[config.mk]
export PLATFORM = sky130hd
export DESIGN_NAME = uart_cmd_parser
export DESIGN_NICKNAME = d
export VERILOG_FILES = /design/src/rtl/uart_cmd_parser_pkg.sv /design/src/rtl/uart_cmd_parser_hex.sv /design/src/rtl/uart_cmd_parser.sv
export SDC_FILE = /design/constraint.sdc
export NUM_CORES = 1
export LEC_CHECK = 0
export CORE_MARGIN = 10
export CORE_UTILIZATION = 50
export DETAILED_ROUTE_END_ITERATION = 10
export PLACE_DENSITY = 0.87
export REMOVE_ABC_BUFFERS = 1
export SLEW_MARGIN = 40
export SYNTH_ARGS = -nofsm -noshare
export SYNTH_HDL_FRONTEND = slang
export SYNTH_HIERARCHICAL = 1
export SYNTH_SLANG_ARGS = --single-unit
[constraint.sdc]
create_clock -name clk -period 6.2 [get_ports clk]
set_input_delay 0.62 -clock clk [delete_from_list [all_inputs] [get_ports clk]]
set_output_delay 0.62 -clock clk [all_outputs]
set_load 0.03 [all_outputs]
[src/rtl/uart_cmd_parser_pkg.sv]
// Shared definitions for the UART command parser: ASCII constants, error codes
// and FSM state encodings.
package uart_cmd_parser_pkg;

  localparam logic [7:0] CH_W_UP = 8'h57;
  localparam logic [7:0] CH_W_LO = 8'h77;
  localparam logic [7:0] CH_R_UP = 8'h52;
  localparam logic [7:0] CH_R_LO = 8'h72;
  localparam logic [7:0] CH_CR   = 8'h0D;
  localparam logic [7:0] CH_LF   = 8'h0A;

  localparam logic [1:0] ERR_OVERFLOW = 2'd0;
  localparam logic [1:0] ERR_OPCODE   = 2'd1;
  localparam logic [1:0] ERR_HEX      = 2'd2;
  localparam logic [1:0] ERR_LEN      = 2'd3;

  typedef enum logic [2:0] {
    ST_IDLE     = 3'd0,
    ST_ADDR_HI  = 3'd1,
    ST_ADDR_LO  = 3'd2,
    ST_DATA_HI  = 3'd3,
    ST_DATA_LO  = 3'd4,
    ST_WAIT_EOL = 3'd5,
    ST_DISCARD  = 3'd6
  } state_t;

endpackage

[src/rtl/uart_cmd_parser_hex.sv]
// Combinational ASCII hex digit decoder: 0-9, A-F, a-f to a 4-bit nibble.
module ascii_hex_decode (
  input  logic [7:0] ascii,
  output logic [3:0] nibble,
  output logic       is_hex
);

  always_comb begin
    nibble = 4'h0;
    is_hex = 1'b0;
    if (ascii >= 8'h30 && ascii <= 8'h39) begin
      nibble = ascii[3:0];
      is_hex = 1'b1;
    end else if ((ascii >= 8'h41 && ascii <= 8'h46) ||
                 (ascii >= 8'h61 && ascii <= 8'h66)) begin
      // 'A'/'a' have low nibble 1, so adding 9 yields 10..15
      nibble = ascii[3:0] + 4'd9;
      is_hex = 1'b1;
    end
  end

endmodule

[src/rtl/uart_cmd_parser.sv]
// Parses "Waadd<EOL>" / "Raa<EOL>" lines from a UART byte stream into a
// valid/ready command port with one-cycle error strobes.
module uart_cmd_parser
  import uart_cmd_parser_pkg::*;
#(
  parameter logic [7:0] EOL_CHAR = CH_CR,
  parameter logic [7:0] IGN_CHAR = CH_LF
) (
  input  logic       clk,
  input  logic       i_rst_n,
  input  logic       i_rx_dv,
  input  logic [7:0] i_rx_byte,
  output logic       o_cmd_valid,
  input  logic       i_cmd_ready,
  output logic       o_cmd_wr,
  output logic [7:0] o_cmd_addr,
  output logic [7:0] o_cmd_data,
  output logic       o_err,
  output logic [1:0] o_err_code
);

  state_t     state;
  logic       wr_acc;
  logic [7:0] addr_acc;
  logic [7:0] data_acc;
  logic [3:0] nib;
  logic       is_hex;
  logic       is_eol;

  ascii_hex_decode u_hex (
    .ascii  (i_rx_byte),
    .nibble (nib),
    .is_hex (is_hex)
  );

  assign is_eol = (i_rx_byte == EOL_CHAR);

  always_ff @(posedge clk) begin
    if (!i_rst_n) begin
      state       <= ST_IDLE;
      wr_acc      <= 1'b0;
      addr_acc    <= 8'h00;
      data_acc    <= 8'h00;
      o_cmd_valid <= 1'b0;
      o_cmd_wr    <= 1'b0;
      o_cmd_addr  <= 8'h00;
      o_cmd_data  <= 8'h00;
      o_err       <= 1'b0;
      o_err_code  <= ERR_OVERFLOW;
    end else begin
      o_err <= 1'b0;
      if (o_cmd_valid && i_cmd_ready)
        o_cmd_valid <= 1'b0;

      if (i_rx_dv) begin
        unique case (state)
          ST_IDLE: begin
            if (i_rx_byte == CH_W_UP || i_rx_byte == CH_W_LO ||
                i_rx_byte == CH_R_UP || i_rx_byte == CH_R_LO) begin
              wr_acc   <= (i_rx_byte == CH_W_UP || i_rx_byte == CH_W_LO);
              addr_acc <= 8'h00;
              data_acc <= 8'h00;
              state    <= ST_ADDR_HI;
            end else if (!(is_eol || i_rx_byte == IGN_CHAR)) begin
              o_err      <= 1'b1;
              o_err_code <= ERR_OPCODE;
              state      <= ST_DISCARD;
            end
          end
          ST_ADDR_HI, ST_ADDR_LO, ST_DATA_HI, ST_DATA_LO: begin
            // A short line ends here, so go straight back to IDLE
            if (is_eol) begin
              o_err      <= 1'b1;
              o_err_code <= ERR_LEN;
              state      <= ST_IDLE;
            end else if (!is_hex) begin
              o_err      <= 1'b1;
              o_err_code <= ERR_HEX;
              state      <= ST_DISCARD;
            end else begin
              case (state)
                ST_ADDR_HI: begin
                  addr_acc[7:4] <= nib;
                  state         <= ST_ADDR_LO;
                end
                ST_ADDR_LO: begin
                  addr_acc[3:0] <= nib;
                  state         <= wr_acc ? ST_DATA_HI : ST_WAIT_EOL;
                end
                ST_DATA_HI: begin
                  data_acc[7:4] <= nib;
                  state         <= ST_DATA_LO;
                end
                default: begin
                  data_acc[3:0] <= nib;
                  state         <= ST_WAIT_EOL;
                end
              endcase
            end
          end
          ST_WAIT_EOL: begin
            if (is_eol) begin
              state <= ST_IDLE;
              // Load only if the slot is free or is being freed this cycle
              if (!o_cmd_valid || i_cmd_ready) begin
                o_cmd_valid <= 1'b1;
                o_cmd_wr    <= wr_acc;
                o_cmd_addr  <= addr_acc;
                o_cmd_data  <= wr_acc ? data_acc : 8'h00;
              end else begin
                o_err      <= 1'b1;
                o_err_code <= ERR_OVERFLOW;
              end
            end else begin
              o_err      <= 1'b1;
              o_err_code <= ERR_LEN;
              state      <= ST_DISCARD;
            end
          end
          ST_DISCARD: begin
            if (is_eol)
              state <= ST_IDLE;
          end
          default: state <= ST_IDLE;
        endcase
      end
    end
  end

endmodule

==> results.md <==
- The run finished with clean final reports.
- In this run, the number of DRC markers left after iteration 0 of detailed routing was 182.
- Synthesis produced 242 cells.
- Walking the worst path, the cells encountered are clkdlybuf4s50_1 > ha_1 > o21bai_1 > a2111oi_2 > or2_1 > o21ai_1 > a211oi_1 > nand2_1 > mux2i_1.
- In the global route stage, met3 resource usage came out at 5.258%.
- After clock tree synthesis, the setup repair step added 0 buffers.
- The number of ports placed on the die boundary is 33.
- For hold timing, the worst endpoint is o_cmd_addr[0].
- The area growth from synthesis to layout is 20.12%.
- In the layout the commonest cells are 50 x sky130_fd_sc_hd__nand2_1, 41 x sky130_fd_sc_hd__dfxtp_1, 32 x sky130_fd_sc_hd__clkdlybuf4s50_1.
- The number of antenna violations at the first check in global routing is 0.
- STA classifies the critical path startpoint as an input port.
- The H-tree was split into 2 levels.
- The slew at the pin closest to its max-slew limit is 0.6024 ns.
- After detailed routing, the total wire length is 4.666 mm.
- The most common cell after layout, fill and taps aside is sky130_fd_sc_hd__nand2_1.
- The most used routing layer in global routing is met2.
- The effective utilization at floorplan is 52.33%.
- The startpoint of the most critical hold path is o_cmd_addr[0].
- The met1 routing resource usage after global routing is 15.93%.
- The remaining routing DRC violations is 0.
- The number of sinks on the clock net is 41.
- The largest single stage delay on the critical path is 0.73 ns.
- The CTS clock-pin slew for the worst setup and hold paths is 0.08 ns.
- The number of gates resized after CTS was 0.
- Cells fill 62.86% of the core in the end.
- The number of global-route vias before repair is 1772.
- The met2 routing resource usage after global routing is 21.41%.
- The die extent in y is 84.94 um.
- The number of antenna diodes in the final layout is 0.
- The chip width is 84.94 um.
- The total setup violations reported at the end of the flow is 0.
- After detailed routing, the average wire length per cell comes to 14.63 um.
- The routed via count is 1825.
- The smallest hold slack is 0.4536 ns.
- In this run the critical register-to-register path is launched from state[1].
- The count of warnings emitted by yosys is 6.
- The pre-antenna-repair detailed-routing pass consisted of 4 iterations.
- STA classifies the critical path endpoint as a flip-flop.
- Of the synthesized area, sequential elements account for 38.93%.
- The maximum number of pins on one net before global-route repair is 44.
- The worst vdd rail ir drop is 0.0001507 V.
- The cell at the root of the clock tree is sky130_fd_sc_hd__clkbuf_8.
- At the end of routability-driven placement, the weighted congestion stood at 0.9316.
- Setup repair after global routing left no endpoint under its margin.
- Counting flops with an async set or reset pin after synthesis yields a share of 0%.
- The total number of nets in the final design is 283.
- The worst setup path is of the in -> reg kind.
- The final max-slew violation count is 0.
- Total power for the finished layout comes to 0.0005423 W.
- The hold buffer count at CTS is 0.
- STA puts the critical path data arrival time at 3.69 ns.
- The post-DP HPWL is 3.395 mm.
- Using the TritonRoute via totals, the vias-per-cell ratio works out to 5.721.
- Dividing total power by cell area gives a power density of 214.2 nW/um^2.
- For this run, the top clock speed supported by timing is 286.7 MHz.
- The worst register-to-register path has a setup slack of 4.00 ns.
- The register bit total from synthesis is 41.
- The relative max-transition margin is 59.84%.
- The clock tree from TritonCTS is done.
- The worst path needs 3.488 ns of the cycle, external delays included.
- The average instance area after synthesis is 8.712 sq um.
- The post-route netlist has 7.063% of its cells at a drive strength greater than 1.
- The maximum buffer depth of the clock tree is 2.
- The floorplan has 23 rows.
- The max-capacitance violation count is 0.
- The worst hold path was traced through 2 stages.
- Across every metal layer, demand over resource in global routing totals 13.24%.
- The number of buffers inserted by port buffering is 32.
- The worst register-to-register path ends at addr_acc[2].
- The number of CTS-inserted buffers is 5.
- The most common flop cell mapped by yosys is sky130_fd_sc_hd__dfxtp_1.
- In this run the static leakage power is 0.9582 nW.
- Of all nets on the critical path, the largest fanout is 11.
- The worst register-to-register path has a depth of 5.
- Adding up every negative setup slack in the final design gives 0 ns.
- The area of the mapped netlist is 2108 sq um.
- The hold violation count in the final report is 0.
- The die covers 7214 sq um.
- The number of enable-type register cells in the synthesized netlist is 0.
- The setup clock skew after layout is 0.005024 ns.
- The first global-routing pass estimated 8.183 mm of wire.
- Dividing the final minimum period by the clock period gives 56.26%.
- The total congestion overflow is 0.
- The worst-skew pair later-pin latency is 0.28 ns.
- The worst min-delay path category is reg -> reg.
- STA puts the critical path data required time at 6.41 ns.
- The core outline area is 4029 sq um.
- The detail route stage leaves a number of antenna-violating nets equal to 0.
- The number of distinct library cells after synthesis is 55.
- On the critical path, the stage with the largest delay is an instance of sky130_fd_sc_hd__clkdlybuf4s50_1.
[layout make-up]
cell class | instances | area [sq um]
clock buffer | 6 | 82.58
clock inverter | 2 | 13.76
fill | 365 | 1496
inverter | 6 | 22.52
multi-input combinational | 181 | 1202
sequential | 41 | 820.8
tap | 50 | 62.56
timing repair buffer | 33 | 327.8
[registers in the layout, indices dropped and copies added, names as in the netlist]
register     flops
addr_acc         8
o_cmd_valid      1
o_cmd_addr       8
o_err_code       2
o_cmd_data       8
o_cmd_wr         1
wr_acc           1
o_err            1
data_acc         8
state            3
[worst max-delay path by stage]
stage | startpoint | to | slack, ns
floorplan | i_rx_byte[7] | data_acc[4] | 3.51
global placement | i_rx_byte[0] | addr_acc[1] | 2.62
detailed placement | i_rx_byte[0] | data_acc[7] | 2.50
CTS | i_rx_byte[0] | addr_acc[2] | 2.77
global route | i_rx_byte[0] | data_acc[7] | 2.53
finish | i_rx_byte[0] | addr_acc[2] | 2.71
[metal layers]
| metal | vias to the layer above | wire length [um] |
|---|---|---|
| li1 | 919 | - |
| met1 | 859 | 1995 |
| met2 | 43 | 2342 |
| met3 | 4 | 298 |
| met4 | 0 | 29 |
| met5 | - | 0 |
[power by group]
| part | total [W] | internal [W] | switching (W) |
|---|---|---|---|
| clock | 0.000180 | 0.0000902 | 0.0000903 |
| sequential | 0.000277 | 0.000268 | 0.00000907 |
| combinational | 0.0000851 | 0.0000373 | 0.0000478 |
[per-stage QoR]
| stage | instances | instance area, sq um | setup slack [ns] |
|---|---|---|---|
| finish | 319 | 2532 | 2.712 |
| floorplan | 228 | 2038 | 3.507 |
| detailed placement | 311 | 2429 | 2.502 |
| global route | 319 | 2532 | 2.527 |
| CTS | 319 | 2525 | 2.768 |
| global placement | 311 | 2429 | 2.615 |
[worst max-delay path: cells and delay by family]
family          cells  cell delay (ns)
mux                 1             0.24
simple gates        2             0.57
compound gates      4             1.28
buf+inv             1             0.73
fa+ha+maj           1             0.24
[synth_stat cells (all sizes together) (2+ instances only)]
cell | n | area [sq um]
o211a | 2 | 20.02
a21boi | 21 | 161.4
nand2b | 2 | 12.51
nor3 | 3 | 15.01
a2111oi | 3 | 38.79
clkbuf | 9 | 33.78
buf | 5 | 36.28
nand2 | 50 | 187.7
nor3b | 2 | 15.01
o21bai | 2 | 15.01
a31oi | 2 | 12.51
ha | 3 | 37.54
nand4b | 2 | 17.52
nand3 | 17 | 90.09
and4 | 2 | 17.52
xnor2 | 3 | 26.28
nand4 | 3 | 25.02
nor2 | 9 | 41.29
o21ai | 6 | 30.02
mux2i | 13 | 130.1
and2 | 2 | 12.51
dfxtp | 41 | 820.8
a211o | 3 | 26.28
inv | 6 | 22.52
a22o | 5 | 43.79
a21oi | 3 | 15.01
a211oi | 3 | 22.52
a311oi | 2 | 23.77
a21o | 2 | 15.01
[kinds of logic after synthesis]
family | after synthesis | synth area share, %
buf+inv | 20 | 4.391
fa+ha+maj | 3 | 1.781
mux | 14 | 6.706
compound gates | 58 | 21.78
simple gates | 102 | 24.75
xor+xnor | 4 | 1.662
flops | 41 | 38.93
Power figures use the tool's default switching activity.
